**src/rtl/k_fft_peak_finder.sv**
```systemverilog
// rtl/k_fft_peak_finder.sv - per-frame |re|+|im| peak search over an FFT output stream
// Reports the index and magnitude of the strongest bin once per frame and flags frame-length errors.
module k_fft_peak_finder #(
   parameter int TRANSFORM_LENGTH = 1024,
   parameter int DATA_W           = 16,
   parameter int SKIP_DC          = 1,
   localparam int BIN_W           = $clog2(TRANSFORM_LENGTH),
   localparam int MAG_W           = DATA_W/2 + 1
) (
   input  logic              aclk,
   input  logic              aresetn,
   input  logic [DATA_W-1:0] s_axis_data_tdata,
   input  logic              s_axis_data_tvalid,
   output logic              s_axis_data_tready,
   input  logic              s_axis_data_tlast,
   output logic [BIN_W-1:0]  m_peak_bin,
   output logic [MAG_W-1:0]  m_peak_mag,
   output logic              m_peak_err,
   output logic              m_peak_valid,
   input  logic              m_peak_ready,
   output logic              event_tlast_unexpected,
   output logic              event_tlast_missing
);
   localparam int HALF_W = DATA_W/2;
   localparam logic [BIN_W-1:0] LAST_BIN   = BIN_W'(TRANSFORM_LENGTH-1);
   localparam logic [BIN_W-1:0] FIRST_ELIG = BIN_W'((SKIP_DC != 0) ? 1 : 0);

   typedef enum logic {ACCUM, HOLD} state_t;
   state_t state_q, state_d;

   logic [BIN_W-1:0] bin_cnt, max_bin, upd_bin;
   logic [MAG_W-1:0] max_mag, upd_mag, mag;
   logic signed [HALF_W-1:0] re, im;
   logic [HALF_W-1:0] abs_re, abs_im;
   logic beat, at_last, frame_end, eligible, take, out_handshake;

   // -(-2^(HALF_W-1)) wraps back to the same bit pattern, which read unsigned is the correct magnitude
   assign re     = s_axis_data_tdata[HALF_W-1:0];
   assign im     = s_axis_data_tdata[DATA_W-1:HALF_W];
   assign abs_re = re[HALF_W-1] ? $unsigned(-re) : $unsigned(re);
   assign abs_im = im[HALF_W-1] ? $unsigned(-im) : $unsigned(im);
   assign mag    = {1'b0, abs_re} + {1'b0, abs_im};

   assign beat          = s_axis_data_tvalid && s_axis_data_tready;
   assign at_last       = (bin_cnt == LAST_BIN);
   assign frame_end     = beat && (s_axis_data_tlast || at_last);
   assign eligible      = (SKIP_DC == 0) || (bin_cnt != '0);
   // Strict '>' keeps the lowest index on ties
   assign take          = beat && eligible && ((bin_cnt == FIRST_ELIG) || (mag > max_mag));
   assign upd_bin       = take ? bin_cnt : max_bin;
   assign upd_mag       = take ? mag : max_mag;
   assign out_handshake = m_peak_valid && m_peak_ready;

   always_comb begin
      state_d = state_q;
      case (state_q)
         ACCUM:   if (frame_end) state_d = HOLD;
         HOLD:    if (out_handshake) state_d = ACCUM;
         default: state_d = ACCUM;
      endcase
   end

   always_ff @(posedge aclk or negedge aresetn) begin
      if (!aresetn) begin
         state_q                <= ACCUM;
         s_axis_data_tready     <= 1'b0;
         m_peak_valid           <= 1'b0;
         bin_cnt                <= '0;
         max_bin                <= '0;
         max_mag                <= '0;
         m_peak_bin             <= '0;
         m_peak_mag             <= '0;
         m_peak_err             <= 1'b0;
         event_tlast_unexpected <= 1'b0;
         event_tlast_missing    <= 1'b0;
      end else begin
         state_q                <= state_d;
         s_axis_data_tready     <= (state_d == ACCUM);
         m_peak_valid           <= (state_d == HOLD);
         event_tlast_unexpected <= beat && s_axis_data_tlast && !at_last;
         event_tlast_missing    <= beat && at_last && !s_axis_data_tlast;
         if (beat) begin
            bin_cnt <= frame_end ? '0 : bin_cnt + 1'b1;
            max_bin <= upd_bin;
            max_mag <= upd_mag;
         end
         if (frame_end) begin
            m_peak_bin <= upd_bin;
            m_peak_mag <= upd_mag;
            m_peak_err <= (s_axis_data_tlast != at_last);
         end
         if (out_handshake) begin
            max_bin <= '0;
            max_mag <= '0;
         end
      end
   end
endmodule
```
**config.mk**
```make
export PLATFORM = sky130hd
export DESIGN_NAME = k_fft_peak_finder
export DESIGN_NICKNAME = d
export VERILOG_FILES = /design/src/rtl/k_fft_peak_finder.sv
export SDC_FILE = /design/constraint.sdc
export NUM_CORES = 1
export LEC_CHECK = 0
export CORE_MARGIN = 2
export CORE_UTILIZATION = 45
export CTS_CLUSTER_SIZE = 16
export DETAILED_ROUTE_END_ITERATION = 10
export DONT_BUFFER_PORTS = 1
export PLACE_DENSITY = 0.65
export SYNTH_ARGS = -nofsm -noshare
export SYNTH_HDL_FRONTEND = slang
export SYNTH_SLANG_ARGS = --single-unit
```
**constraint.sdc**
```tcl
create_clock -name aclk -period 2.7 [get_ports aclk]
set_input_delay 0.54 -clock aclk [delete_from_list [all_inputs] [get_ports aclk]]
set_output_delay 0.54 -clock aclk [all_outputs]
set_load 0.05 [all_outputs]
```
* Yosys cells after proc, flatten, opt, wreduce, memory -nomap -nowiden
Cells that the tools add are included.
Cells by class: equal/unequal tests 3, reduce and logical (&&, ||, !) cells 15, bitwise gates (word level) 2, order comparisons 1, multiplexer cells 12, add/subtract/negate cells 4
Operators with widths (count):
- 10-bit two-way mux | 4
- 9-bit two-way mux | 3
- 8-bit two-way mux | 2
- 8-bit negator | 2
- 10-bit by 1-bit adder with 10-bit output, second input constant | 1
- 10-bit by 1-bit equality test with 1-bit output, second input constant | 1
- 10-bit equality test, second input constant | 1
- 10-bit nonzero test | 1
- 8-bit by 8-bit adder with 9-bit output | 1
- 9-bit greater-than comparator | 1
- 1-bit logical AND | 9
- 1-bit zero test | 2
- 1-bit logical OR | 2
- 1-bit two-way mux | 2
- 1-bit NOT | 2
- 1-bit one-hot mux with 2 select lines | 1
- 2-bit nonzero test | 1
- 1-bit inequality test | 1
Word-level totals: input bits 21, word-level logic and storage cells 47, register bits 53, output and inout port bits 24

* Logic depth before layout (Yosys ltp)
depth in word-level cells 9, depth in mapped cells 19, gate-level depth less buffers 17

* Least setup slack after synthesis
No wires, ideal clock.
path type input-to-reg, start point input port s_axis_data_tdata[1], end point register m_peak_bin[0], library setup time 0.132 ns, stages 17, buffers on the path 2, setup slack -1.111 ns, data required time 2.568 ns, data arrival time 3.679 ns, cells stage by stage or3_1 > o31ai_1 > xnor2_1 > ha_1 > nand3_1 > o211ai_1 > nor4_1 > nor3_1 > ha_1 > and4_1 > nand3_1 > a22oi_1 > a221oi_2 > buf_6 > buf_12 > mux2i_1 > o21ai_1
On the way: longest elaborated chain between the ends 7
RTL lines:
- start, declared | RTL line 12 | input logic [DATA_W-1:0] s_axis_data_tdata,
- 8-bit negator | RTL line 40 | assign abs_re = re[HALF_W-1] ? $unsigned(-re) : $unsigned(re);
- 8-bit two-way mux * | RTL line 40
- 8-bit by 8-bit adder with 9-bit output * | RTL line 42 | assign mag = {1'b0, abs_re} + {1'b0, abs_im};
- 9-bit greater-than comparator * | RTL line 49 | assign take = beat && eligible && ((bin_cnt == FIRST_ELIG) || (mag > max_mag));
- 1-bit logical OR * | RTL line 49
- 1-bit logical AND * | RTL line 49
- 10-bit two-way mux * | RTL line 50 | assign upd_bin = take ? bin_cnt : max_bin;
- end signal, assigned | RTL line 88 | m_peak_bin <= upd_bin;
- end, declared | RTL line 16 | output logic [BIN_W-1:0] m_peak_bin,
Mark *: on every way between the ends. The rest lies on a longest branch, timed or not. A chain may end at the register's enable or synchronous reset.

* Worst setup path after layout
start point input port s_axis_data_tdata[9], end point register m_peak_mag[0]
On the way: longest elaborated chain between the ends 7
RTL lines:
- 8-bit negator | RTL line 41 | assign abs_im = im[HALF_W-1] ? $unsigned(-im) : $unsigned(im);
- 8-bit two-way mux * | RTL line 41
- 8-bit by 8-bit adder with 9-bit output * | RTL line 42
- 9-bit greater-than comparator * | RTL line 49
- 1-bit logical OR * | RTL line 49
- 1-bit logical AND * | RTL line 49
- 9-bit two-way mux * | RTL line 51 | assign upd_mag = take ? mag : max_mag;
- end signal, assigned | RTL line 89 | m_peak_mag <= upd_mag;
- end, declared | RTL line 17 | output logic [MAG_W-1:0] m_peak_mag,
Marks and branches as above.

==> metrics.cfg <==
[run_status]
outcome = complete, but fails checks
violations = negative setup slack

[setup_path]
cp.arrival_ns = 3.97
critPathMaxFanout = 5
worst_r2r_path_depth = 7
path_class = primary input to flip-flop
worstSetupStartpointType = primary input
setup.worst_path.end = m_peak_mag[0]$_DFFE_PN0P_
critical_path.endpoint_type = flip-flop
critical_path.reg2reg.endpoint = m_peak_mag[0]$_DFFE_PN0P_
r2r_start = bin_cnt[3]$_DFFE_PN0P_
cp-startpoint = s_axis_data_tdata[9]
r2r_setup_slack_ns = 0.21
required_ns = 2.88

[global_route]
use_met1_pct = 26.0
grtUsageMet3_pct = 4.28
grt.busiest_layer = met2
first_global_vias = 2212
antenna_found_initial = 0
grt_use_total_pct = 17.9
grt_first_pass_wirelength_microns = 10500
grt.overflow.total = 0
pin_count_of_the_biggest_net_entering_global_routing = 54
global_route.usage.met2_pct = 26.6

[floorplan]
std_cell_rows = 29
core_sq_um = 6390
ios = 45
dieArea_sq_um = 7300
initial_core_util_pct = 46.7
die_h_microns = 85.5
die_width_microns = 85.5

[clock_network]
clk_path_buf_depth = 2
insertion_delay_ns = 0.32
clock_tree.root_cell = sky130_fd_sc_hd__clkbuf_8
cts_inserted_buffers = 5
cts_sinks = 53
cts.htree.levels = 2
cts_tree = done
cts_clk_pin_slew_worst_paths_ns = 0.11

[synthesis]
synthesis.instances = 309
postSynth.topFlopCell = sky130_fd_sc_hd__dfrtp_1
synth.lib_cells_used.distinct = 45
ys_ff_latch = 53
syn_avg_cell_area_sq_um = 9.66
syn-cell-area_sq_um = 2990
async_flop_share_pct = 100
synth_warnings = 0
ys_seq_area_share_pct = 44.4
synth_enable_flop_cells = 0
syn-num-nets = 354

[route]
detailedRoute.firstPassIterationCount = 4
antenna_nets_post_route = 0
drt_wl_total_microns = 6450
post-route-drc-count = 0
routed_wire_length_per_instance_microns = 15.5
routed_via_density = 5.40
drt-initial-drc-count = 86
detailroute.via_count = 2252

[sta]
whs_ns = 0.0659
finClkSkew_ns = 0.0169
worst-slew-pin-transition_ns = 0.705
report.final.hold_viol_count = 0
setup_slack_ns = -1.09
setup_violations = 38
period_share_pct = 140
maxSlewViolCount = 0
rsz0062_at_grt = true
timing.final.crit_period_ns = 3.79
relative_slew_slack_pct = 53.0
max_clock_freq_ghz = 0.264

[hold_path]
holdCritPathClass = primary input to asynchronous set/reset pin

[finish]
antenna_cells_inserted = 0
fillerInstances = 532
stdcell_area_sq_um = 3700
final_net_count = 384
layout_cells_sized_above_1_pct = 22.9
area_delta_synth_final_pct = 24.0

[place]
postPlaceCellArea_sq_um = 3250
dp.final_hpwl_microns = 4590
pre_cts_ws_ns = -1.29
io_buffer_count = 0
gp_congestion = 0.810

[power_and_ir_drop]
power-per-cell-area_nw_per_um2 = 818
power.ir.vdd_worst_v = 0.000649
reported_leakage_power_nw = 1.66

[job]
timing.max_cap.violations = 0

[power by group]
group	internal, W	total [W]	switching [W]	leakage (nW)
registers	0.000944	0.00136	0.000416	0.717
clock network	0.000194	0.000479	0.000285	0.0511
logic	0.000597	0.00119	0.000593	0.888
total	0.00173	0.00303	0.00129	1.66
[stage by stage]
step / std cells / setup TNS, ns / power, W / util (%)
final: 417 / -40.31 / 0.00303 / 58.0
after global routing: 417 / -46.08 / 0.00321 / 58.0
after CTS: 413 / -33.18 / 0.00277 / 53.9
after detailed placement: 402 / -46.72 / 0.00221 / 50.9
after global placement: 402 / -45.61 / 0.00218 / 50.9
after floorplan: 309 / -36.57 / 0.00194 / -
[how the worst min path moves through the flow]
stage                     startpoint                        end  slack, ns  cells after the start
after CTS                    aresetn  m_peak_bin[6]$_DFFE_PN0P_       0.07                      1
after floorplan              aresetn     bin_cnt[0]$_DFFE_PN0P_       0.24                      0
after detailed placement     aresetn  m_peak_bin[6]$_DFFE_PN0P_       0.25                      0
after global routing         aresetn  m_peak_bin[7]$_DFFE_PN0P_       0.07                      1
final                        aresetn  m_peak_bin[8]$_DFFE_PN0P_       0.07                      1
after global placement       aresetn  m_peak_bin[5]$_DFFE_PN0P_       0.25                      0
[critical path: stages]
cell,delay (ns)
sky130_fd_sc_hd__or3_4,0.38
sky130_fd_sc_hd__o31ai_4,0.23
sky130_fd_sc_hd__xnor2_1,0.16
sky130_fd_sc_hd__ha_1,0.30
sky130_fd_sc_hd__or2_0,0.22
sky130_fd_sc_hd__a21oi_1,0.17
sky130_fd_sc_hd__a31oi_2,0.06
sky130_fd_sc_hd__xor2_1,0.20
sky130_fd_sc_hd__ha_1,0.32
sky130_fd_sc_hd__and4_1,0.24
sky130_fd_sc_hd__o311ai_1,0.18
sky130_fd_sc_hd__a221oi_4,0.41
sky130_fd_sc_hd__buf_6,0.23
sky130_fd_sc_hd__mux2i_4,0.26
sky130_fd_sc_hd__o21ai_1,0.07
[layout make-up]
| cell class | instances | area [sq um] | area share [%] |
|---|---|---|---|
| multi-input combinational | 226 | 1820 | 49.1 |
| sequential | 53 | 1330 | 35.8 |
| timing repair buffer | 33 | 283 | 7.64 |
| tap | 77 | 96.3 | 2.60 |
| inverter | 20 | 75.1 | 2.03 |
| clock buffer | 5 | 68.8 | 1.86 |
| clock inverter | 3 | 33.8 | 0.913 |
[cells in the mapped netlist (all sizes together) (2+ instances only)]
| master | instances | area, sq um |
|---|---|---|
| dfrtp | 53 | 1330 |
| nand2 | 40 | 150 |
| o21ai | 30 | 150 |
| nor2 | 27 | 109 |
| ha | 23 | 288 |
| inv | 20 | 75.1 |
| mux2i | 20 | 200 |
| xnor2 | 14 | 123 |
| nand3 | 9 | 45.0 |
| a21oi | 7 | 35.0 |
| clkbuf | 7 | 26.3 |
| nor3 | 6 | 30.0 |
| a21o | 5 | 37.5 |
| o31ai | 5 | 37.5 |
| xor2 | 5 | 43.8 |
| nand2b | 4 | 25.0 |
| or3 | 4 | 25.0 |
| buf | 3 | 35.0 |
| and4 | 2 | 17.5 |
| nand4 | 2 | 12.5 |
| nor2b | 2 | 12.5 |
| nor4b | 2 | 17.5 |
| or2 | 2 | 12.5 |
| or4 | 2 | 18.8 |
[metal layers]
metal  wire length (microns)  up-vias  part of all wire [%]
li1                        -     1117                     -
met3                     440        9                   6.8
met4                      88        0                   1.4
met5                       0        -                     0
met2                    3030       49                    47
met1                    2890     1077                    45
[repair_timing]
item | CTS | global route
buffers inserted | 2 | 2
gates cloned | 0 | 2
gates resized for setup | 10 | 48
hold endpoints to repair | 53 | 0
endpoints found under the setup margin | 38 | 38
pin swaps | 0 | 19
hold buffers | 1 | 0
[cells in the final DEF (no fill, tap or decap), types with 2 or more instances in the layout]
cell | Yosys | layout
sky130_fd_sc_hd__o21ai_1 | 20 | 21
sky130_fd_sc_hd__o21ai_2 | 0 | 3
sky130_fd_sc_hd__clkinv_4 | 0 | 2
sky130_fd_sc_hd__dfrtp_1 | 53 | 53
sky130_fd_sc_hd__or3_1 | 4 | 2
sky130_fd_sc_hd__nand4_1 | 2 | 2
sky130_fd_sc_hd__o31ai_1 | 5 | 3
sky130_fd_sc_hd__ha_1 | 23 | 23
sky130_fd_sc_hd__o31ai_4 | 0 | 2
sky130_fd_sc_hd__xnor2_1 | 14 | 11
sky130_fd_sc_hd__or3_4 | 0 | 2
sky130_fd_sc_hd__and4_1 | 2 | 2
sky130_fd_sc_hd__mux2i_4 | 0 | 14
sky130_fd_sc_hd__nor4b_1 | 2 | 2
sky130_fd_sc_hd__a21o_1 | 5 | 5
sky130_fd_sc_hd__nand3_1 | 9 | 8
sky130_fd_sc_hd__inv_1 | 20 | 20
sky130_fd_sc_hd__nand2b_1 | 4 | 4
sky130_fd_sc_hd__o21ai_0 | 10 | 6
sky130_fd_sc_hd__xnor2_2 | 0 | 3
sky130_fd_sc_hd__nor2_1 | 26 | 25
sky130_fd_sc_hd__nor3_1 | 6 | 6
sky130_fd_sc_hd__xor2_1 | 5 | 5
sky130_fd_sc_hd__clkbuf_8 | 0 | 5
sky130_fd_sc_hd__nor2b_1 | 2 | 2
sky130_fd_sc_hd__buf_6 | 1 | 4
sky130_fd_sc_hd__mux2i_2 | 0 | 2
sky130_fd_sc_hd__buf_4 | 0 | 28
sky130_fd_sc_hd__mux2i_1 | 20 | 4
sky130_fd_sc_hd__a21oi_1 | 7 | 6
sky130_fd_sc_hd__nand2_1 | 40 | 39
[cell families (layout without fill, tap and decap cells)]
group	count (synthesis)	in the layout	synth area share, %
adder cells (fa/ha/maj)	24	24	10.3
flip-flops	53	53	44.4
multiplexers	20	20	6.71
AO/OA/AOI/OAI	55	55	11.0
buffers and inverters	30	61	4.57
AND/OR/NAND/NOR	108	108	17.4
XOR/XNOR	19	19	5.57
[registers in the layout, indices dropped and copies added (netlist names)]
register,cells
max_mag,9
m_peak_bin,10
event_tlast_missing,1
s_axis_data_tready,1
state_q,1
m_peak_mag,9
event_tlast_unexpected,1
bin_cnt,10
m_peak_err,1
max_bin,10
(Power assumes the default switching activity.)
